$ cat src/rtl/back_bus_producer_if.sv
`default_nettype none
// ============================================================================
// Module      : back_bus_producer_if
// Description : Bundles the signals around the MEM/WB back-bus producer.
//               EX-stage offer and ID source registers, the data-memory
//               load port, the two 38-bit back-buses with their use flags,
//               the register-file write port, the stall and the error pulse.
//               master : producer side (back_bus_producer)
//               slave  : pipeline / memory / forwarding side
// Revision    : 1.0  initial release
// ============================================================================
interface back_bus_producer_if #(
    parameter int DW = 32
);
    // EX stage offer
    logic          ex_valid;
    logic          ex_regwrite;
    logic          ex_memread;
    logic [4:0]    ex_rd;
    logic [DW-1:0] ex_result;
    logic          ex_ready;
    // Source registers of the instruction in ID/EX
    logic [4:0]    id_rs;
    logic [4:0]    id_rt;
    logic          stall;
    // Data memory load port
    logic          dmem_req;
    logic [DW-1:0] dmem_addr;
    logic [DW-1:0] dmem_rdata;
    logic          dmem_rvalid;
    // Back-buses {regwrite, wd, rd} for the forwarding unit
    logic [DW+5:0] MEM_BACK;
    logic [DW+5:0] WB_BACK;
    logic          USE_MEM_BACK;
    logic          USE_WB_BACK;
    // Register-file write port
    logic          rf_we;
    logic [4:0]    rf_wa;
    logic [DW-1:0] rf_wd;
    logic          err;

    modport master (
        input  ex_valid, ex_regwrite, ex_memread, ex_rd, ex_result,
        input  id_rs, id_rt, dmem_rdata, dmem_rvalid,
        output ex_ready, stall, dmem_req, dmem_addr,
        output MEM_BACK, WB_BACK, USE_MEM_BACK, USE_WB_BACK,
        output rf_we, rf_wa, rf_wd, err
    );

    modport slave (
        output ex_valid, ex_regwrite, ex_memread, ex_rd, ex_result,
        output id_rs, id_rt, dmem_rdata, dmem_rvalid,
        input  ex_ready, stall, dmem_req, dmem_addr,
        input  MEM_BACK, WB_BACK, USE_MEM_BACK, USE_WB_BACK,
        input  rf_we, rf_wa, rf_wd, err
    );
endinterface
`default_nettype wire

$ cat src/rtl/back_bus_producer.sv
`default_nettype none
// ============================================================================
// Module      : back_bus_producer
// Description : MEM and WB pipeline registers plus the load wait FSM.
//               Produces the MEM/WB back-buses {regwrite, wd, rd} for the
//               operand-forwarding unit, drives the register-file write port
//               from the WB stage and raises the load stall toward IF/ID/EX.
// Ports       : clk    - clock, all state on rising edge
//               rst_n  - synchronous active-low reset
//               bus    - back_bus_producer_if.master (EX offer, ID sources,
//                        dmem load port, back-buses, rf write, stall, err)
// Revision    : 1.0  initial release
// ============================================================================
module back_bus_producer #(
    parameter int DW      = 32,
    parameter int TIMEOUT = 15
) (
    input  wire logic           clk,
    input  wire logic           rst_n,
    back_bus_producer_if.master bus
);

    localparam int CW = $clog2(TIMEOUT + 1);
    localparam logic [CW-1:0] C_CNT_LAST = CW'(TIMEOUT - 1);

    typedef enum logic [1:0] {
        S_EMPTY     = 2'd0,
        S_ALU       = 2'd1,
        S_LOAD_WAIT = 2'd2,
        S_LOAD_DONE = 2'd3
    } state_t;

    state_t        state_q, state_d;
    logic [CW-1:0] cnt_q, cnt_d;

    logic          mem_regwrite_q, mem_regwrite_d;
    logic [DW-1:0] mem_wd_q, mem_wd_d;
    logic [4:0]    mem_rd_q, mem_rd_d;
    logic [DW-1:0] dmem_addr_q, dmem_addr_d;

    logic          wb_regwrite_q, wb_regwrite_d;
    logic [DW-1:0] wb_wd_q, wb_wd_d;
    logic [4:0]    wb_rd_q, wb_rd_d;
    logic          use_wb_q, use_wb_d;

    logic w_in_wait;
    logic w_mem_final;
    logic w_accept;
    logic w_timeout;
    logic w_load_use;

    assign w_in_wait   = (state_q == S_LOAD_WAIT);
    assign w_mem_final = (state_q == S_ALU) || (state_q == S_LOAD_DONE);
    assign w_accept    = bus.ex_valid && !w_in_wait;
    // Returned data on the last allowed cycle takes priority over the timeout.
    assign w_timeout   = w_in_wait && !bus.dmem_rvalid && (cnt_q == C_CNT_LAST);

    // Consumer in ID/EX reads the register the pending load will write.
    // Every LOAD_WAIT cycle already stalls, so this term is covered by
    // w_in_wait; it is kept explicit to document the hazard being resolved.
    assign w_load_use  = w_in_wait && (mem_rd_q != 5'd0) &&
                         ((mem_rd_q == bus.id_rs) || (mem_rd_q == bus.id_rt));

    always_comb begin
        state_d        = state_q;
        cnt_d          = '0;
        mem_regwrite_d = mem_regwrite_q;
        mem_wd_d       = mem_wd_q;
        mem_rd_d       = mem_rd_q;
        dmem_addr_d    = dmem_addr_q;
        wb_regwrite_d  = 1'b0;
        wb_wd_d        = wb_wd_q;
        wb_rd_d        = wb_rd_q;
        use_wb_d       = 1'b0;

        // WB takes MEM only when MEM holds a final result; otherwise a bubble.
        if (w_mem_final) begin
            wb_regwrite_d = mem_regwrite_q;
            wb_wd_d       = mem_wd_q;
            wb_rd_d       = mem_rd_q;
            use_wb_d      = 1'b1;
        end

        case (state_q)
            S_LOAD_WAIT: begin
                cnt_d = cnt_q + 1'b1;
                if (bus.dmem_rvalid) begin
                    mem_wd_d = bus.dmem_rdata;
                    state_d  = S_LOAD_DONE;
                    cnt_d    = '0;
                end else if (w_timeout) begin
                    mem_wd_d = '0;
                    state_d  = S_LOAD_DONE;
                    cnt_d    = '0;
                end
            end
            default: begin
                if (w_accept) begin
                    mem_regwrite_d = bus.ex_regwrite;
                    mem_wd_d       = bus.ex_result;
                    mem_rd_d       = bus.ex_rd;
                    if (bus.ex_memread) begin
                        dmem_addr_d = bus.ex_result;
                        state_d     = S_LOAD_WAIT;
                    end else begin
                        state_d     = S_ALU;
                    end
                end else begin
                    // Empty MEM stage must not advertise a register write.
                    mem_regwrite_d = 1'b0;
                    state_d        = S_EMPTY;
                end
            end
        endcase
    end

    always_ff @(posedge clk) begin
        if (!rst_n) begin
            state_q        <= S_EMPTY;
            cnt_q          <= '0;
            mem_regwrite_q <= 1'b0;
            mem_wd_q       <= '0;
            mem_rd_q       <= 5'd0;
            dmem_addr_q    <= '0;
            wb_regwrite_q  <= 1'b0;
            wb_wd_q        <= '0;
            wb_rd_q        <= 5'd0;
            use_wb_q       <= 1'b0;
        end else begin
            state_q        <= state_d;
            cnt_q          <= cnt_d;
            mem_regwrite_q <= mem_regwrite_d;
            mem_wd_q       <= mem_wd_d;
            mem_rd_q       <= mem_rd_d;
            dmem_addr_q    <= dmem_addr_d;
            wb_regwrite_q  <= wb_regwrite_d;
            wb_wd_q        <= wb_wd_d;
            wb_rd_q        <= wb_rd_d;
            use_wb_q       <= use_wb_d;
        end
    end

    assign bus.ex_ready     = !w_in_wait;
    assign bus.stall        = w_in_wait || w_load_use;
    assign bus.dmem_req     = w_in_wait;
    assign bus.dmem_addr    = dmem_addr_q;
    assign bus.MEM_BACK     = {mem_regwrite_q, mem_wd_q, mem_rd_q};
    assign bus.WB_BACK      = {wb_regwrite_q, wb_wd_q, wb_rd_q};
    assign bus.USE_MEM_BACK = w_mem_final;
    assign bus.USE_WB_BACK  = use_wb_q;
    // r0 is hard-wired zero: carried on the buses but never written.
    assign bus.rf_we        = wb_regwrite_q && use_wb_q && (wb_rd_q != 5'd0);
    assign bus.rf_wa        = wb_rd_q;
    assign bus.rf_wd        = wb_wd_q;
    assign bus.err          = w_timeout;

endmodule
`default_nettype wire

$ cat src/flat_wrapper.sv
// flat-port wrapper written by rule: the top's interface ports become plain ports
module back_bus_producer_flat 
#(
    parameter int DW      = 32,
    parameter int TIMEOUT = 15
)
  (clk, rst_n, bus_ex_valid, bus_ex_regwrite, bus_ex_memread, bus_ex_rd, bus_ex_result, bus_id_rs, bus_id_rt, bus_dmem_rdata, bus_dmem_rvalid, bus_ex_ready, bus_stall, bus_dmem_req, bus_dmem_addr, bus_MEM_BACK, bus_WB_BACK, bus_USE_MEM_BACK, bus_USE_WB_BACK, bus_rf_we, bus_rf_wa, bus_rf_wd, bus_err);
  back_bus_producer_if #(.DW(DW)) bus_i ();
  input  wire logic clk;
  input  wire logic rst_n;
  input wire logic [$bits(bus_i.ex_valid)-1:0] bus_ex_valid;
  input wire logic [$bits(bus_i.ex_regwrite)-1:0] bus_ex_regwrite;
  input wire logic [$bits(bus_i.ex_memread)-1:0] bus_ex_memread;
  input wire logic [$bits(bus_i.ex_rd)-1:0] bus_ex_rd;
  input wire logic [$bits(bus_i.ex_result)-1:0] bus_ex_result;
  input wire logic [$bits(bus_i.id_rs)-1:0] bus_id_rs;
  input wire logic [$bits(bus_i.id_rt)-1:0] bus_id_rt;
  input wire logic [$bits(bus_i.dmem_rdata)-1:0] bus_dmem_rdata;
  input wire logic [$bits(bus_i.dmem_rvalid)-1:0] bus_dmem_rvalid;
  output wire logic [$bits(bus_i.ex_ready)-1:0] bus_ex_ready;
  output wire logic [$bits(bus_i.stall)-1:0] bus_stall;
  output wire logic [$bits(bus_i.dmem_req)-1:0] bus_dmem_req;
  output wire logic [$bits(bus_i.dmem_addr)-1:0] bus_dmem_addr;
  output wire logic [$bits(bus_i.MEM_BACK)-1:0] bus_MEM_BACK;
  output wire logic [$bits(bus_i.WB_BACK)-1:0] bus_WB_BACK;
  output wire logic [$bits(bus_i.USE_MEM_BACK)-1:0] bus_USE_MEM_BACK;
  output wire logic [$bits(bus_i.USE_WB_BACK)-1:0] bus_USE_WB_BACK;
  output wire logic [$bits(bus_i.rf_we)-1:0] bus_rf_we;
  output wire logic [$bits(bus_i.rf_wa)-1:0] bus_rf_wa;
  output wire logic [$bits(bus_i.rf_wd)-1:0] bus_rf_wd;
  output wire logic [$bits(bus_i.err)-1:0] bus_err;
  assign bus_i.ex_valid = bus_ex_valid;
  assign bus_i.ex_regwrite = bus_ex_regwrite;
  assign bus_i.ex_memread = bus_ex_memread;
  assign bus_i.ex_rd = bus_ex_rd;
  assign bus_i.ex_result = bus_ex_result;
  assign bus_i.id_rs = bus_id_rs;
  assign bus_i.id_rt = bus_id_rt;
  assign bus_i.dmem_rdata = bus_dmem_rdata;
  assign bus_i.dmem_rvalid = bus_dmem_rvalid;
  assign bus_ex_ready = bus_i.ex_ready;
  assign bus_stall = bus_i.stall;
  assign bus_dmem_req = bus_i.dmem_req;
  assign bus_dmem_addr = bus_i.dmem_addr;
  assign bus_MEM_BACK = bus_i.MEM_BACK;
  assign bus_WB_BACK = bus_i.WB_BACK;
  assign bus_USE_MEM_BACK = bus_i.USE_MEM_BACK;
  assign bus_USE_WB_BACK = bus_i.USE_WB_BACK;
  assign bus_rf_we = bus_i.rf_we;
  assign bus_rf_wa = bus_i.rf_wa;
  assign bus_rf_wd = bus_i.rf_wd;
  assign bus_err = bus_i.err;
  back_bus_producer #(.DW(DW), .TIMEOUT(TIMEOUT)) u_core (.clk(clk), .rst_n(rst_n), .bus(bus_i));
endmodule
$ cat config.mk
export PLATFORM = sky130hd
export DESIGN_NAME = back_bus_producer_flat
export DESIGN_NICKNAME = d
export VERILOG_FILES = /design/src/rtl/back_bus_producer_if.sv /design/src/rtl/back_bus_producer.sv /design/src/flat_wrapper.sv
export SDC_FILE = /design/constraint.sdc
export NUM_CORES = 1
export LEC_CHECK = 0
export ABC_AREA = 1
export CORE_MARGIN = 5
export CORE_UTILIZATION = 43
export CTS_BUF_LIST = sky130_fd_sc_hd__clkbuf_4
export DETAILED_ROUTE_END_ITERATION = 16
export PLACE_DENSITY = 0.89
export RECOVER_POWER = 100
export SLEW_MARGIN = 20
export SYNTH_ARGS = -nofsm -noshare
export SYNTH_HDL_FRONTEND = slang
export SYNTH_SLANG_ARGS = --single-unit
$ cat constraint.sdc
create_clock -name clk -period 2.1 [get_ports clk]
set_clock_uncertainty 0.1 [all_clocks]
set_input_delay 0.315 -clock clk [delete_from_list [all_inputs] [get_ports clk]]
set_output_delay 0.315 -clock clk [all_outputs]
set_load 0.005 [all_outputs]
### Word level (Yosys, flattened, before mapping)

Index checks and enable logic that the tools add are counted.
Widths: inputs -> output; s select.

| word-level totals | value |
|---|---|
| output and inout port bits | 152 |
| flip-flop bits (word level) | 115 |
| word-level logic and storage cells | 51 |
| bits of input ports | 85 |

| cells by class | value |
|---|---|
| bitwise operators | 2 |
| $add $sub $neg | 1 |
| mux-type cells | 11 |
| eq/ne operators | 7 |
| reduce and logical (&&, ||, !) cells | 20 |

Operators by type and width:

| kind | number |
|---|---|
| $mux 32 | 4 |
| $eq 5x5->1 | 2 |
| $mux 2 | 5 |
| $reduce_bool 5->1 | 2 |
| $logic_and 1x1->1 | 7 |
| $reduce_and 2->1 | 3 |
| $add 4x1->4 const B | 1 |
| $eq 2x2->1 const B | 2 |
| $eq 4x4->1 const B | 1 |
| $reduce_or 4->1 | 1 |
| $logic_or 1x1->1 | 3 |
| $ne 3x3->1 const B | 1 |
| $reduce_and 3->1 | 1 |
| $eq 2x1->1 const B | 1 |
| $logic_not 1->1 | 2 |
| $mux 1 | 2 |
| $not 1->1 | 2 |
| $reduce_bool 2->1 | 1 |

### Logic depth before layout (Yosys ltp)

| logic depth | value |
|---|---|
| depth in word-level cells | 6 |
| depth in mapped cells | 9 |
| depth with buffers taken out | 8 |

### Worst setup path before layout

OpenSTA, ideal clock, no wires.

| timing path | value |
|---|---|
| path kind | flip-flop to output port |
| from | register u_core.state_q[0] |
| to | output bus_err |
| arrival | 1.038 ns |
| setup slack | 0.647 ns |
| data required time | 1.685 ns |
| buffers on the path | 3 |
| stages on the path, launching flop included | 7 |
| cells stage by stage | dfxtp_1 buf_4 inv_4 nand2_4 buf_6 buf_6 nor3_1 |

| between the ends | value |
|---|---|
| word-level cells in the longest chain between the ends | 3 |

Ends and longest elaborated chain:

| item | RTL line | RTL |
|---|---|---|
| from (decl) | back_bus_producer.sv:33 | `state_t state_q, state_d;` |
| from (signal assigned) | back_bus_producer.sv:130 | `state_q <= state_d;` |
| $eq 2x2->1 | back_bus_producer.sv:52 | `assign w_in_wait = (state_q == S_LOAD_WAIT);` |
| $logic_and 1x1->1 (2 in a row) | back_bus_producer.sv:56 | `assign w_timeout = w_in_wait && !bus.dmem_rvalid && (cnt_q == C_CNT_LAST);` |
| to (decl) | flat_wrapper.sv:31 | `output wire logic [$bits(bus_i.err)-1:0] bus_err;` |

No other way between the ends.

### Worst setup path after layout

| timing path | value |
|---|---|
| from | register u_core.state_q[0] |
| to | output bus_ex_ready |

| between the ends | value |
|---|---|
| word-level cells in the longest chain between the ends | 2 |

Ends and longest elaborated chain:

| item | RTL line | RTL |
|---|---|---|
| $eq 2x2->1 | back_bus_producer.sv:52 |  |
| $logic_not 1->1 | back_bus_producer.sv:143 | `assign bus.ex_ready = !w_in_wait;` |
| to (decl) | flat_wrapper.sv:20 | `output wire logic [$bits(bus_i.ex_ready)-1:0] bus_ex_ready;` |

No other way between the ends.

==> impl_metrics.csv <==
group,metric,value,unit
status,status,"finished clean",
detailed_routing,wl,15800,microns
synth,synth_seq_area_share,44.6,%
pwr,power_frac_comb,21.8,%
global_routing,grt_pass1_wl,24900,microns
cells_and_area,layout_common_cells,"nor2_1 (183), nand2_1 (161), dlygate4sd3_1 (144)",
pwr,swShare,27.8,%
synth,syn_inst,748,
cts,cts_max_level,4,
synth,synth_area_per_cell,6.90,sq um
cells_and_area,area_delta_synth_final,44.1,%
synth,synth-seq-cells,115,
worst_setup_path,r2r_slack,0.20,ns
cts,clockBufferDepth,2,
timing,timing.fmax,504,MHz
timing,period_minus_slack,1.99,ns
pwr,power_density,686,mW/mm^2
cells_and_area,fill_cells,1066,
synth,synth_warnings,0,
global_routing,gr-total-overflow,0,
cts,ctsHoldBuffers,0,
detailed_routing,drt_iter0_drc,465,
hold_path,hp-class,"in2reg",
synth,synth_nets,835,
cts,cts_sinks,115,
pwr,p_seq_share,48.6,%
detailed_routing,first_pass_iters,5,
floorplanning,dieArea,0.0143,sq mm
detailed_routing,vias,5088,
worst_setup_path,cp_data_required_time,1.68,ns
global_routing,antenna_found_initial,0,
timing,fin_tns_setup,0,ns
floorplanning,core_area,0.0119,sq mm
cells_and_area,design_area,0.00744,sq mm
global_routing,grt_use_total,21.9,%
placed_design,place.gp.congestion,0.854,
timing,finalCritPeriodShare,94.5,%
pwr,net-switching-power,0.00142,W
cts,cts_tree,"yes",
cells_and_area,finalNonFillerCells,1079,
detailed_routing,postRouteAntennaNets,0,
detailed_routing,vias_per_cell,4.72,
floorplanning,io_pins,237,
worst_setup_path,arrival,1.57,ns
flow_run,cap_violations,0,
placed_design,io_buffers,226,
timing,slew_viol_final,0,
timing,whs,0.198,ns
cells_and_area,final_nets,1007,
timing,max_slew_margin,21.8,%
global_routing,grt_pass1_vias,4727,
placed_design,placedCellCount,1046,
cts,cts_root_buf,"clkbuf_4",
synth,synthesis.area,0.00516,sq mm
pwr,pwr-share-clk,29.6,%
pwr,p_int,0.00368,W
cells_and_area,multi_input_area,0.00214,sq mm
global_routing,grt_max_degree,55,
floorplanning,die_w,120,microns
cells_and_area,antenna_cells_inserted,0,
worst_setup_path,cp-end-kind,"primary output",
placed_design,hpwl,11700,microns
worst_setup_path,startpoint_type,"register",
timing,worstMarginPinSlew,1.17,ns
pwr,ir_drop,453,uV
placed_design,placed_area,0.00719,sq mm
floorplanning,initial_core_util,43.4,%
timing,final-hold-violation-count,0,
timing,rsz0062_at_grt,"false",
cells_and_area,register_area,0.00231,sq mm
worst_setup_path,path_class,"reg2out",
cells_and_area,drive_gt1_share,5.69,%
cts,clock_latency,0.52,ns
detailed_routing,avgRoutedWirePerCell,14.7,microns
timing,finalSetupViolCount,0,
cts,cts_buffers,17,
pwr,leakage,3.77,nW
cells_and_area,final_common_cell,"nor2_1",
detailed_routing,drt_drc_violations_left,0,
floorplanning,rows,40,
worst_setup_path,critPathMaxFanout,17,
synth,synth_cell_types,24,
floorplanning,fp.dieH,120,microns
cts,clk_pin_slew_worst_paths,0.09,ns
[layer usage]
| metal | vias up | share of wire [%] | track usage, % |
|---|---|---|---|
| met3 | 27 | 6.8 | 6.93 |
| met1 | 2229 | 43 | 27.2 |
| met4 | 0 | 2.4 | 8.73 |
| met2 | 192 | 47 | 35.3 |
| li1 | 2640 | - | - |
| met5 | - | 0 | 0 |
[power by group through the flow]
stage,logic (W),registers (W),clock network (W)
2_1_floorplan,0.000548,0.00252,0
3_3_place_gp,0.00118,0.00253,0
3_5_place_dp,0.00120,0.00254,0
4_1_cts,0.00121,0.00249,0.00156
5_1_grt,0.00124,0.00251,0.00167
6_report,0.00111,0.00248,0.00151
[kinds of logic (layout without fill, tap and decap cells)]
logic type	after synthesis	count (layout)	synth area share, %
XOR/XNOR	2	2	0.339
AND/OR/NAND/NOR	381	381	29.4
flip-flops	115	115	44.6
adder cells (fa/ha/maj)	2	2	0.485
buffers and inverters	134	318	14.1
AO/OA/AOI/OAI	114	114	11.0
[cell usage after synthesis, drive strengths merged]
master / count / share of area [%]
nor2: 184 / 14
nand2: 163 / 12
dfxtp: 115 / 45
o21ai: 81 / 7.9
buf: 69 / 9.4
inv: 45 / 3.3
a21oi: 33 / 3.2
nand3: 31 / 3.2
clkbuf: 20 / 1.5
ha: 2 / 0.48
nor3: 2 / 0.19
nand4: 1 / 0.12
xnor2: 1 / 0.17
xor2: 1 / 0.17
[worst max-delay path, cell delays in order, from the launching register on]
cell,delay [ns]
dfxtp_4,0.38
inv_4,0.05
nand2_8,0.10
clkdlybuf4s50_1,0.52
[through the flow]
step	utilization (%)	total power, W	setup WS, ns
6_report	62.5	0.00510	0.115
3_5_place_dp	60.4	0.00374	0.0810
3_3_place_gp	60.4	0.00371	0.116
4_1_cts	62.8	0.00526	0.0201
2_1_floorplan	-	0.00307	0.647
5_1_grt	62.5	0.00541	0.0122
[what timing repair did]
item / in CTS / in global routing
gates resized for setup: 12 / 4
buffers inserted: 2 / 0
setup endpoints to repair: 6 / 2
pin swaps: 1 / 1
[final cells by class]
class | instances | area share [%]
clock buffer | 22 | 2.22
clock inverter | 9 | 1.19
inverter | 45 | 2.30
multi-input combinational | 499 | 28.7
sequential | 115 | 31.0
tap | 147 | 2.47
timing repair buffer | 242 | 32.1
[registers in the layout (all words and copies together), names as in the netlist]
name                    cells
u_core.bus.rf_wd           32
u_core.mem_rd_q             5
u_core.bus.rf_wa            5
u_core.bus.USE_WB_BACK      1
u_core.mem_regwrite_q       1
u_core.cnt_q                4
u_core.mem_wd_q            32
u_core.wb_regwrite_q        1
u_core.bus.dmem_addr       32
u_core.state_q              2
[path summary, 6_finish.rpt]
check | start | end | depth (start not counted)
worst min register to register | u_core.cnt_q[0]$_SDFF_PP0_ | u_core.cnt_q[0]$_SDFF_PP0_ | 1
worst min-delay path | rst_n | u_core.mem_wd_q[31]$_SDFFE_PN0P_ | 3
worst max register to register | u_core.state_q[0]$_SDFFE_PN0P_ | u_core.mem_wd_q[29]$_SDFFE_PN0P_ | 9
worst max-delay path | u_core.state_q[0]$_SDFFE_PN0P_ | bus_ex_ready | 3
Note: power is estimated with default switching activity, not from simulation.
